==> config.mk <==
export PLATFORM = sky130hd
export DESIGN_NAME = nibble_serial_adder_flat
export DESIGN_NICKNAME = d
export VERILOG_FILES = /design/src/rtl/nsa_pkg.sv /design/src/rtl/nibble_serial_adder_if.sv /design/src/rtl/cla4_cin.sv /design/src/rtl/nibble_serial_adder.sv /design/src/flat_wrapper.sv
export SDC_FILE = /design/constraint.sdc
export NUM_CORES = 1
export LEC_CHECK = 0
export CAP_MARGIN = 20
export CORE_ASPECT_RATIO = 2
export CORE_MARGIN = 3
export CORE_UTILIZATION = 35
export DETAILED_ROUTE_END_ITERATION = 8
export HOLD_SLACK_MARGIN = 0.15
export PLACE_DENSITY = 0.6
export REMOVE_ABC_BUFFERS = 1
export SETUP_SLACK_MARGIN = 0.05
export SYNTH_ARGS = -nofsm -noshare
export SYNTH_HDL_FRONTEND = slang
export SYNTH_HIERARCHICAL = 1
export SYNTH_SLANG_ARGS = --single-unit
==> constraint.sdc <==
create_clock -name clock -period 3.2 [get_ports clock]
set_input_delay 0.32 -clock clock [delete_from_list [all_inputs] [get_ports clock]]
set_output_delay 0.32 -clock clock [all_outputs]
set_load 0.03 [all_outputs]
==> src/rtl/nsa_pkg.sv <==
// rtl/nsa_pkg.sv - shared types and constants for the nibble-serial adder
package nsa_pkg;

   typedef enum logic [1:0] {
      IDLE,
      RUN,
      DONE
   } state_t;

   localparam int NIBBLE = 4;

   function automatic int nib_count(input int width);
      return width / NIBBLE;
   endfunction

endpackage

==> src/rtl/nibble_serial_adder_if.sv <==
// rtl/nibble_serial_adder_if.sv - operand and result handshakes of the nibble-serial adder
interface nibble_serial_adder_if #(
   parameter int WIDTH = 16
);
   logic             in_valid;
   logic             in_ready;
   logic [WIDTH-1:0] a;
   logic [WIDTH-1:0] b;
   logic             cin;
   logic             out_valid;
   logic             out_ready;
   logic [WIDTH-1:0] sum;
   logic             cout;

   modport master (
      output in_valid, a, b, cin, out_ready,
      input  in_ready, out_valid, sum, cout
   );

   modport slave (
      input  in_valid, a, b, cin, out_ready,
      output in_ready, out_valid, sum, cout
   );
endinterface

==> src/rtl/cla4_cin.sv <==
// rtl/cla4_cin.sv - combinational 4-bit carry-lookahead slice with carry-in
module cla4_cin (
   input  logic [3:0] a,
   input  logic [3:0] b,
   input  logic       cin,
   output logic [3:0] sum,
   output logic       cout
);
   logic [3:0] g;
   logic [3:0] p;
   logic [4:0] c;

   assign g = a & b;
   assign p = a ^ b;

   assign c[0] = cin;
   assign c[1] = g[0] | (p[0] & cin);
   assign c[2] = g[1] | (p[1] & g[0]) | (p[1] & p[0] & cin);
   assign c[3] = g[2] | (p[2] & g[1]) | (p[2] & p[1] & g[0]) | (p[2] & p[1] & p[0] & cin);
   assign c[4] = g[3] | (p[3] & g[2]) | (p[3] & p[2] & g[1]) | (p[3] & p[2] & p[1] & g[0])
               | (p[3] & p[2] & p[1] & p[0] & cin);

   assign sum  = p ^ c[3:0];
   assign cout = c[4];
endmodule

==> src/rtl/nibble_serial_adder.sv <==
// rtl/nibble_serial_adder.sv - WIDTH-bit adder walking one shared CLA slice, LS nibble first
module nibble_serial_adder
   import nsa_pkg::*;
#(
   parameter int WIDTH = 16
) (
   input logic                  clock,
   input logic                  reset_n,
   nibble_serial_adder_if.slave bus
);
   localparam int NUM_NIB = nib_count(WIDTH);
   localparam int IDX_W   = (NUM_NIB > 1) ? $clog2(NUM_NIB) : 1;
   localparam logic [IDX_W-1:0] LAST_IDX = IDX_W'(NUM_NIB - 1);

   state_t            state_q, state_d;
   logic [WIDTH-1:0]  a_q, a_d;
   logic [WIDTH-1:0]  b_q, b_d;
   logic [WIDTH-1:0]  sum_q, sum_d;
   logic              carry_q, carry_d;
   logic              cout_q, cout_d;
   logic [IDX_W-1:0]  idx_q, idx_d;
   logic [NIBBLE-1:0] nib_a, nib_b, nib_sum;
   logic              nib_cout;

   // Per-nibble decode keeps the select a flat mux independent of WIDTH depth.
   always_comb begin
      nib_a = '0;
      nib_b = '0;
      for (int k = 0; k < NUM_NIB; k++) begin
         if (idx_q == IDX_W'(k)) begin
            nib_a = a_q[k*NIBBLE +: NIBBLE];
            nib_b = b_q[k*NIBBLE +: NIBBLE];
         end
      end
   end

   cla4_cin u_cla (
      .a    (nib_a),
      .b    (nib_b),
      .cin  (carry_q),
      .sum  (nib_sum),
      .cout (nib_cout)
   );

   always_comb begin
      state_d = state_q;
      a_d     = a_q;
      b_d     = b_q;
      sum_d   = sum_q;
      carry_d = carry_q;
      cout_d  = cout_q;
      idx_d   = idx_q;
      unique case (state_q)
         IDLE: begin
            if (bus.in_valid) begin
               a_d     = bus.a;
               b_d     = bus.b;
               carry_d = bus.cin;
               sum_d   = '0;
               cout_d  = 1'b0;
               idx_d   = '0;
               state_d = RUN;
            end
         end
         RUN: begin
            for (int k = 0; k < NUM_NIB; k++) begin
               if (idx_q == IDX_W'(k)) begin
                  sum_d[k*NIBBLE +: NIBBLE] = nib_sum;
               end
            end
            carry_d = nib_cout;
            if (idx_q == LAST_IDX) begin
               cout_d  = nib_cout;
               idx_d   = '0;
               state_d = DONE;
            end else begin
               idx_d = idx_q + IDX_W'(1);
            end
         end
         DONE: begin
            if (bus.out_ready) begin
               state_d = IDLE;
            end
         end
         default: state_d = IDLE;
      endcase
   end

   always_ff @(posedge clock or negedge reset_n) begin
      if (!reset_n) begin
         state_q <= IDLE;
         a_q     <= '0;
         b_q     <= '0;
         sum_q   <= '0;
         carry_q <= 1'b0;
         cout_q  <= 1'b0;
         idx_q   <= '0;
      end else begin
         state_q <= state_d;
         a_q     <= a_d;
         b_q     <= b_d;
         sum_q   <= sum_d;
         carry_q <= carry_d;
         cout_q  <= cout_d;
         idx_q   <= idx_d;
      end
   end

   assign bus.in_ready  = (state_q == IDLE);
   assign bus.out_valid = (state_q == DONE);
   assign bus.sum       = sum_q;
   assign bus.cout      = cout_q;
endmodule

==> src/flat_wrapper.sv <==
// flat-port wrapper written by rule: the top's interface ports become plain ports
module nibble_serial_adder_flat import nsa_pkg::*;
#(
   parameter int WIDTH = 16
)
  (clock, reset_n, bus_in_valid, bus_a, bus_b, bus_cin, bus_out_ready, bus_in_ready, bus_out_valid, bus_sum, bus_cout);
  nibble_serial_adder_if #(.WIDTH(WIDTH)) bus_i ();
  input logic clock;
  input logic reset_n;
  input wire logic [$bits(bus_i.in_valid)-1:0] bus_in_valid;
  input wire logic [$bits(bus_i.a)-1:0] bus_a;
  input wire logic [$bits(bus_i.b)-1:0] bus_b;
  input wire logic [$bits(bus_i.cin)-1:0] bus_cin;
  input wire logic [$bits(bus_i.out_ready)-1:0] bus_out_ready;
  output wire logic [$bits(bus_i.in_ready)-1:0] bus_in_ready;
  output wire logic [$bits(bus_i.out_valid)-1:0] bus_out_valid;
  output wire logic [$bits(bus_i.sum)-1:0] bus_sum;
  output wire logic [$bits(bus_i.cout)-1:0] bus_cout;
  assign bus_i.in_valid = bus_in_valid;
  assign bus_i.a = bus_a;
  assign bus_i.b = bus_b;
  assign bus_i.cin = bus_cin;
  assign bus_i.out_ready = bus_out_ready;
  assign bus_in_ready = bus_i.in_ready;
  assign bus_out_valid = bus_i.out_valid;
  assign bus_sum = bus_i.sum;
  assign bus_cout = bus_i.cout;
  nibble_serial_adder #(.WIDTH(WIDTH)) u_core (.clock(clock), .reset_n(reset_n), .bus(bus_i));
endmodule
# == Yosys cells after proc, flatten, opt, wreduce, memory -nomap -nowiden ==
# Index checks and enable logic that the tools add are counted.
# classes
addsub,1
n_eq_ne,11
n_mux,26
bitwise_logic,29
n_reduce_logical,10
# ops
operator,n
4-bit 2-to-1 mux,12
16-bit one-hot mux with 2 select lines,1
1-bit bitwise AND,16
16-bit 2-to-1 mux,1
3-bit AND reduction,5
2-bit 2-to-1 mux,5
1-bit bitwise OR,10
2-bit by 1-bit inequality test with 1-bit output (second input constant),4
4-bit XOR,2
2-bit equality test (second input constant),3
2-bit one-hot mux with 3 select lines,1
4-bit bitwise AND,1
2-bit by 1-bit equality test with 1-bit output (second input constant),2
2-bit zero test,2
2-bit inequality test (second input constant),2
1-bit one-hot mux with 2 select lines,2
2-bit one-hot mux with 2 select lines,1
2-bit AND reduction,2
1-bit 2-to-1 mux,3
2-bit by 1-bit adder with 2-bit output (second input constant),1
2-bit nonzero test,1
# word_totals
register_bits,54
inputBits,37
output_inout_bits,19

# == Depth between registers and ports, before layout ==
# Gate-level depths: netlist of run 1.
# logic_depth
depth_word,13
ltp_mapped,12
depth_no_buf,11

# == Cells and area by module ==
# Netlist of run 1, hierarchy kept.
# by_module_without_submodules
module,n_inst,cells_per_inst,area_each_um2,seq_area_each_um2
nibble_serial_adder,1,213,2601.2,1351.3
cla4_cin,1,17,147.6,0.0

# == Worst setup path before layout of run 1 ==
# OpenSTA, ideal clock, no wires.
# synth_timing
path_type,flip-flop to flip-flop
start,register u_core.idx_q[0]
end,"register u_core.sum_q[11], in the netlist u_core/bus.sum[11]"
arrival_ns,2.308
t_required_ns,3.069
setup_slack_ns,0.761
stages_incl_launch_ff,12
n_path_buf,0
period_less_slack_ns,2.439
cell_sequence,dfrtp_1 -> inv_1 -> ha_1 -> or3b_2 -> o21ai_0 -> a31oi_1 -> ha_1 -> a21o_1 -> a31o_1 -> xor2_1 -> nand2b_1 -> o211ai_1
# synth_via
elab_chain_len,13
# synth_rtl
element,line_no,rtl
start: declaration,nibble_serial_adder.sv:21,"logic [IDX_W-1:0] idx_q, idx_d;"
start signal: assignment,nibble_serial_adder.sv:105,idx_q <= idx_d;
2-bit zero test,nibble_serial_adder.sv:30,if (idx_q == IDX_W'(k)) begin
4-bit 2-to-1 mux (3 in a row),nibble_serial_adder.sv:30,
4-bit 2-to-1 mux *,nibble_serial_adder.sv:30,
via u_core.nib_a[2],nibble_serial_adder.sv:22,"logic [NIBBLE-1:0] nib_a, nib_b, nib_sum;"
4-bit XOR,cla4_cin.sv:14,assign p = a ^ b;
1-bit bitwise AND,cla4_cin.sv:19,assign c[3] = g[2] | (p[2] & g[1]) | (p[2] & p[1] & g[0]) | (p[2] & p[1] & p[0] & cin);
1-bit bitwise OR / 1-bit bitwise AND (equally long branches) (2 in a row),cla4_cin.sv:19,
1-bit bitwise OR *,cla4_cin.sv:19,
4-bit XOR *,cla4_cin.sv:23,assign sum = p ^ c[3:0];
via u_core.nib_sum[3],nibble_serial_adder.sv:22,
4-bit 2-to-1 mux *,nibble_serial_adder.sv:67,if (idx_q == IDX_W'(k)) begin
16-bit one-hot mux with 2 select lines *,nibble_serial_adder.sv:53,unique case (state_q)
end signal: assignment,nibble_serial_adder.sv:102,sum_q <= sum_d;
end: declaration,nibble_serial_adder.sv:18,"logic [WIDTH-1:0] sum_q, sum_d;"
# The timed path passes the listed nets; every way through them passes the cells marked *. The select of a mux whose other input is x is not followed.
# A chain may end at the register's enable or synchronous reset.

# == Worst setup path after layout of run 1 ==
# layout_timing
start,register u_core.idx_q[0]
end,"register u_core.sum_q[11], in the netlist u_core/bus.sum[11]"
# layout_rtl
element,line_no
2-bit zero test,nibble_serial_adder.sv:30
4-bit 2-to-1 mux (3 in a row),nibble_serial_adder.sv:30
4-bit 2-to-1 mux *,nibble_serial_adder.sv:30
via u_core.nib_b[0],nibble_serial_adder.sv:22
4-bit bitwise AND / 4-bit XOR (equally long branches),"cla4_cin.sv:13, cla4_cin.sv:14"
1-bit bitwise AND,cla4_cin.sv:19
1-bit bitwise OR / 1-bit bitwise AND (equally long branches),cla4_cin.sv:19
1-bit bitwise OR *,cla4_cin.sv:19
4-bit XOR *,cla4_cin.sv:23
via u_core.nib_sum[3],nibble_serial_adder.sv:22
4-bit 2-to-1 mux *,nibble_serial_adder.sv:67
16-bit one-hot mux with 2 select lines *,nibble_serial_adder.sv:53
# Marks and branches as above.

==> results of run 1 <==
cells in the final DEF, fill, tap and decap left out, types with 3 or more instances in the layout:
cell,n
inv_1,11
o211ai_1,16
dfrtp_1,54
ha_1,8
mux2_4,30
o22ai_1,7
nor2b_1,7
a21o_1,3
nand2b_1,5
a22o_1,3
a21oi_1,9
clkbuf_16,5
clkdlybuf4s50_1,54
nor2_1,4
a22oi_1,7
nand2_1,39
metrics by stage:
stage               setup slack (ps)  instance area, µm²   util  power [mW]
floorplan                        738                2640      -        2.88
global placement                 451                3320  0.437        3.55
detailed placement               346                3320  0.437        3.59
CTS                              328                3480  0.457        4.15
global route                    80.1                3480  0.457        4.40
finish                           315                3480  0.457        4.11
kinds of logic after synthesis:
group | synth area share
compound gates | 0.130
xor+xnor | 0.00956
fa+ha+maj | 0.0437
buf+inv | 0.0542
flops | 0.492
mux | 0.172
simple gates | 0.0992
metal layers:
metal  GRT usage  routed length (µm)  share of wire  vias up
met1       0.159                2270           0.37      906
met3      0.0205                 200          0.032        6
met5           0                   0              0        -
met2       0.272                3590           0.58       45
met4      0.0687                 132          0.021        0
li1            -                   -              -      914
final cells by class:
class	count	area, µm²	area share
repair buffers	58	571	0.164
inverters	11	41.3	0.0119
multi-input cells	154	1250	0.359
flip-flops and latches	54	1350	0.389
clock inverters	1	5.00	0.00144
well taps	94	118	0.0338
clock buffers	7	143	0.0410
Yosys cell counts:
library cell	instances	area (µm²)
a21o_1	3	22.5
o21ai_0	1	5.00
a222oi_1	1	10.0
a22oi_1	7	52.6
or3b_2	1	8.76
a22o_1	3	26.3
o22ai_1	7	43.8
and2_4	1	8.76
nor2_1	4	15.0
nor2b_1	7	43.8
o21bai_1	1	7.51
ha_1	8	100
clkbuf_1	4	15.0
buf_12	3	60.1
mux2_2	2	22.5
fa_1	1	20.0
a31o_1	1	8.76
a21oi_1	9	45.0
nand2b_1	5	31.3
mux2_4	30	450
dfrtp_1	54	1350
buf_2	2	10.0
a31oi_1	1	6.26
buf_6	2	22.5
xor2_1	1	8.76
nand3b_1	1	7.51
nand2_1	39	146
o211ai_1	16	120
o311ai_0	1	8.76
xnor2_1	2	17.5
inv_1	11	41.3
nor2_4	1	11.3
sequential cells by signal, indices dropped and copies added, names as in the netlist:
register and flops:
u_core/idx_q 2, u_core/carry_q 1, u_core/bus.cout 1, u_core/a_q 16
u_core/b_q 16, u_core/bus.sum 16, u_core/state_q 2
report_power, final:
part	leakage (nW)	internal (mW)	switching, mW
Combinational	0.778	1.07	1.25
Sequential	0.664	1.00	0.253
Clock	0.0739	0.310	0.230
worst max path at each step:
stage | end | cells after the start
after floorplan | u_core/bus.sum[11] | 10
after global placement | u_core/bus.cout | 11
after detailed placement | u_core/bus.sum[11] | 10
after CTS | u_core/bus.sum[11] | 11
after global routing | u_core/bus.sum[11] | 11
final | u_core/bus.sum[11] | 10
worst max-delay path: cells and delay by family (launching register included):
kind	cells	cell delay (ps)
simple gates	2	600
xor+xnor	1	140
flops	1	430
fa+ha+maj	2	640
compound gates	5	990
==> summary.txt, run 1 <==
Run status
  • Status: completed

Routing
  • Via-to-Cell Ratio: 4.94
  • DRT Pass-1 Iters: 4
  • Routed wire per std cell: 16.3 µm
  • Vias: 1871
  • # DRC: 0
  • DRT iter0 DRCs: 166
  • Final ANT Viol Nets: 0
  • Routed wire length: about 6200 µm

Critical path
  • CP arrival: 3090 ps
  • Kind of critical path: reg -> reg
  • Worst Path Max Fanout: 12
  • Worst EP required: 3410 ps
  • R2r startpoint: u_core/idx_q[0]
  • Top cell by count, worst path: ha_1
  • Crit path from: u_core/idx_q[0]
  • Worst R2R Path Depth: 10
  • Crit-path cells: ha_1, nor2b_1, a22oi_1, a21oi_1, ha_1, a21o_1, a31o_1, xor2_1, nand2b_1, o211ai_1
  • Crit. End Element: flop
  • CP startpoint kind: flop
  • R2r endpoint: u_core/bus.sum[11]
  • Critical path's largest stage delay: 460 ps
  • Worst reg2reg setup slack: 310 ps
  • Slowest cell on crit path: nor2b_1

Timing
  • Maximum clock frequency: 347 MHz
  • Slew @ Worst Pin: 701 ps
  • Hold WS: 516 ps
  • Min Tclk post-route: about 2900 ps
  • Fin. max-slew vios: 0
  • RSZ-0062 raised after global routing: no
  • Slew headroom: 0.532
  • Setup TNS: 0 ps
  • Final-report hold violation count: 0
  • Worst Skew: 6.60 ps
  • Final period util: 0.902
  • Final setup vio count: 0

Logic synthesis
  • Netlist Area Pre-Place: 2750 µm²
  • Netlist cell types: 32
  • Synth Instances: between 200 and 250
  • YS warnings: 6
  • Syn Area/Cell: 12.0 µm²
  • Sequential area share after synthesis: 0.492
  • #FFs+latches synth: 54

Finish
  • Nets: 330
  • Synth-to-Final Area Change: 26.5%
  • Non-Filler Instances: 379
  • Fillcell total: 721
  • Share of layout cells above drive strength 1: 0.158
  • Diodes inserted: 0

Clocking
  • Longest Clk Path Bufs: 2
  • Htree depth: 2
  • Skew-Pair Late Insertion Delay: between 200 and 300 ps
  • CTS Root Cell: clkbuf_16
  • CTS sink cnt: 54
  • Cts hold-fix bufs: 1
  • CTS tree: done
  • Clock slew at reported path FFs: 60 ps
  • Post-CTS Resized: 0
  • Postcts setup bufs: 0
  • TritonCTS Buffers: 5

Die
  • Die width: 68.7 µm
  • I/O pins: 56
  • Die Y: 131 µm
  • Row cnt: 45
  • Core footprint: 7600 µm²
  • Initial Util: 0.362
  • Die area: 9020 µm²

Global route
  • Vias in the first global route: 1930
  • Pin count of the biggest net entering global routing: 33
  • Antenna violations before repair: 0
  • All-Layer GR Usage: 0.150
  • Congestion Overflow GR: 0
  • First-pass GRT wire length: between 9000 and 10000 µm

Hold path
  • Worst hold path endpoint: u_core/a_q[3]
  • Worst Hold Launch: u_core/a_q[3]
  • Worst hold stages: 1
  • Hold Path Class: reg -> reg

Pwr
  • Leakage: approximately 1.5 nW
  • Peak VDD IR: 0.000419 V
  • PD cells: approximately 1200 nW/µm²

Run
  • Max-cap viol count: 0

Placed design
  • GPL Wtd Cong: 0.803
  • Port Buffers: 55
  • HPWL Detailed: 4870 µm
  • Cells after DPL: 370
(Power assumes the default switching activity.)
==> inputs of run 2 (changes only) <==
ABC_AREA = 0   (was not set)
==> results of run 2 <==
The final DEF is identical to that of run 1; final timing and power are the same.
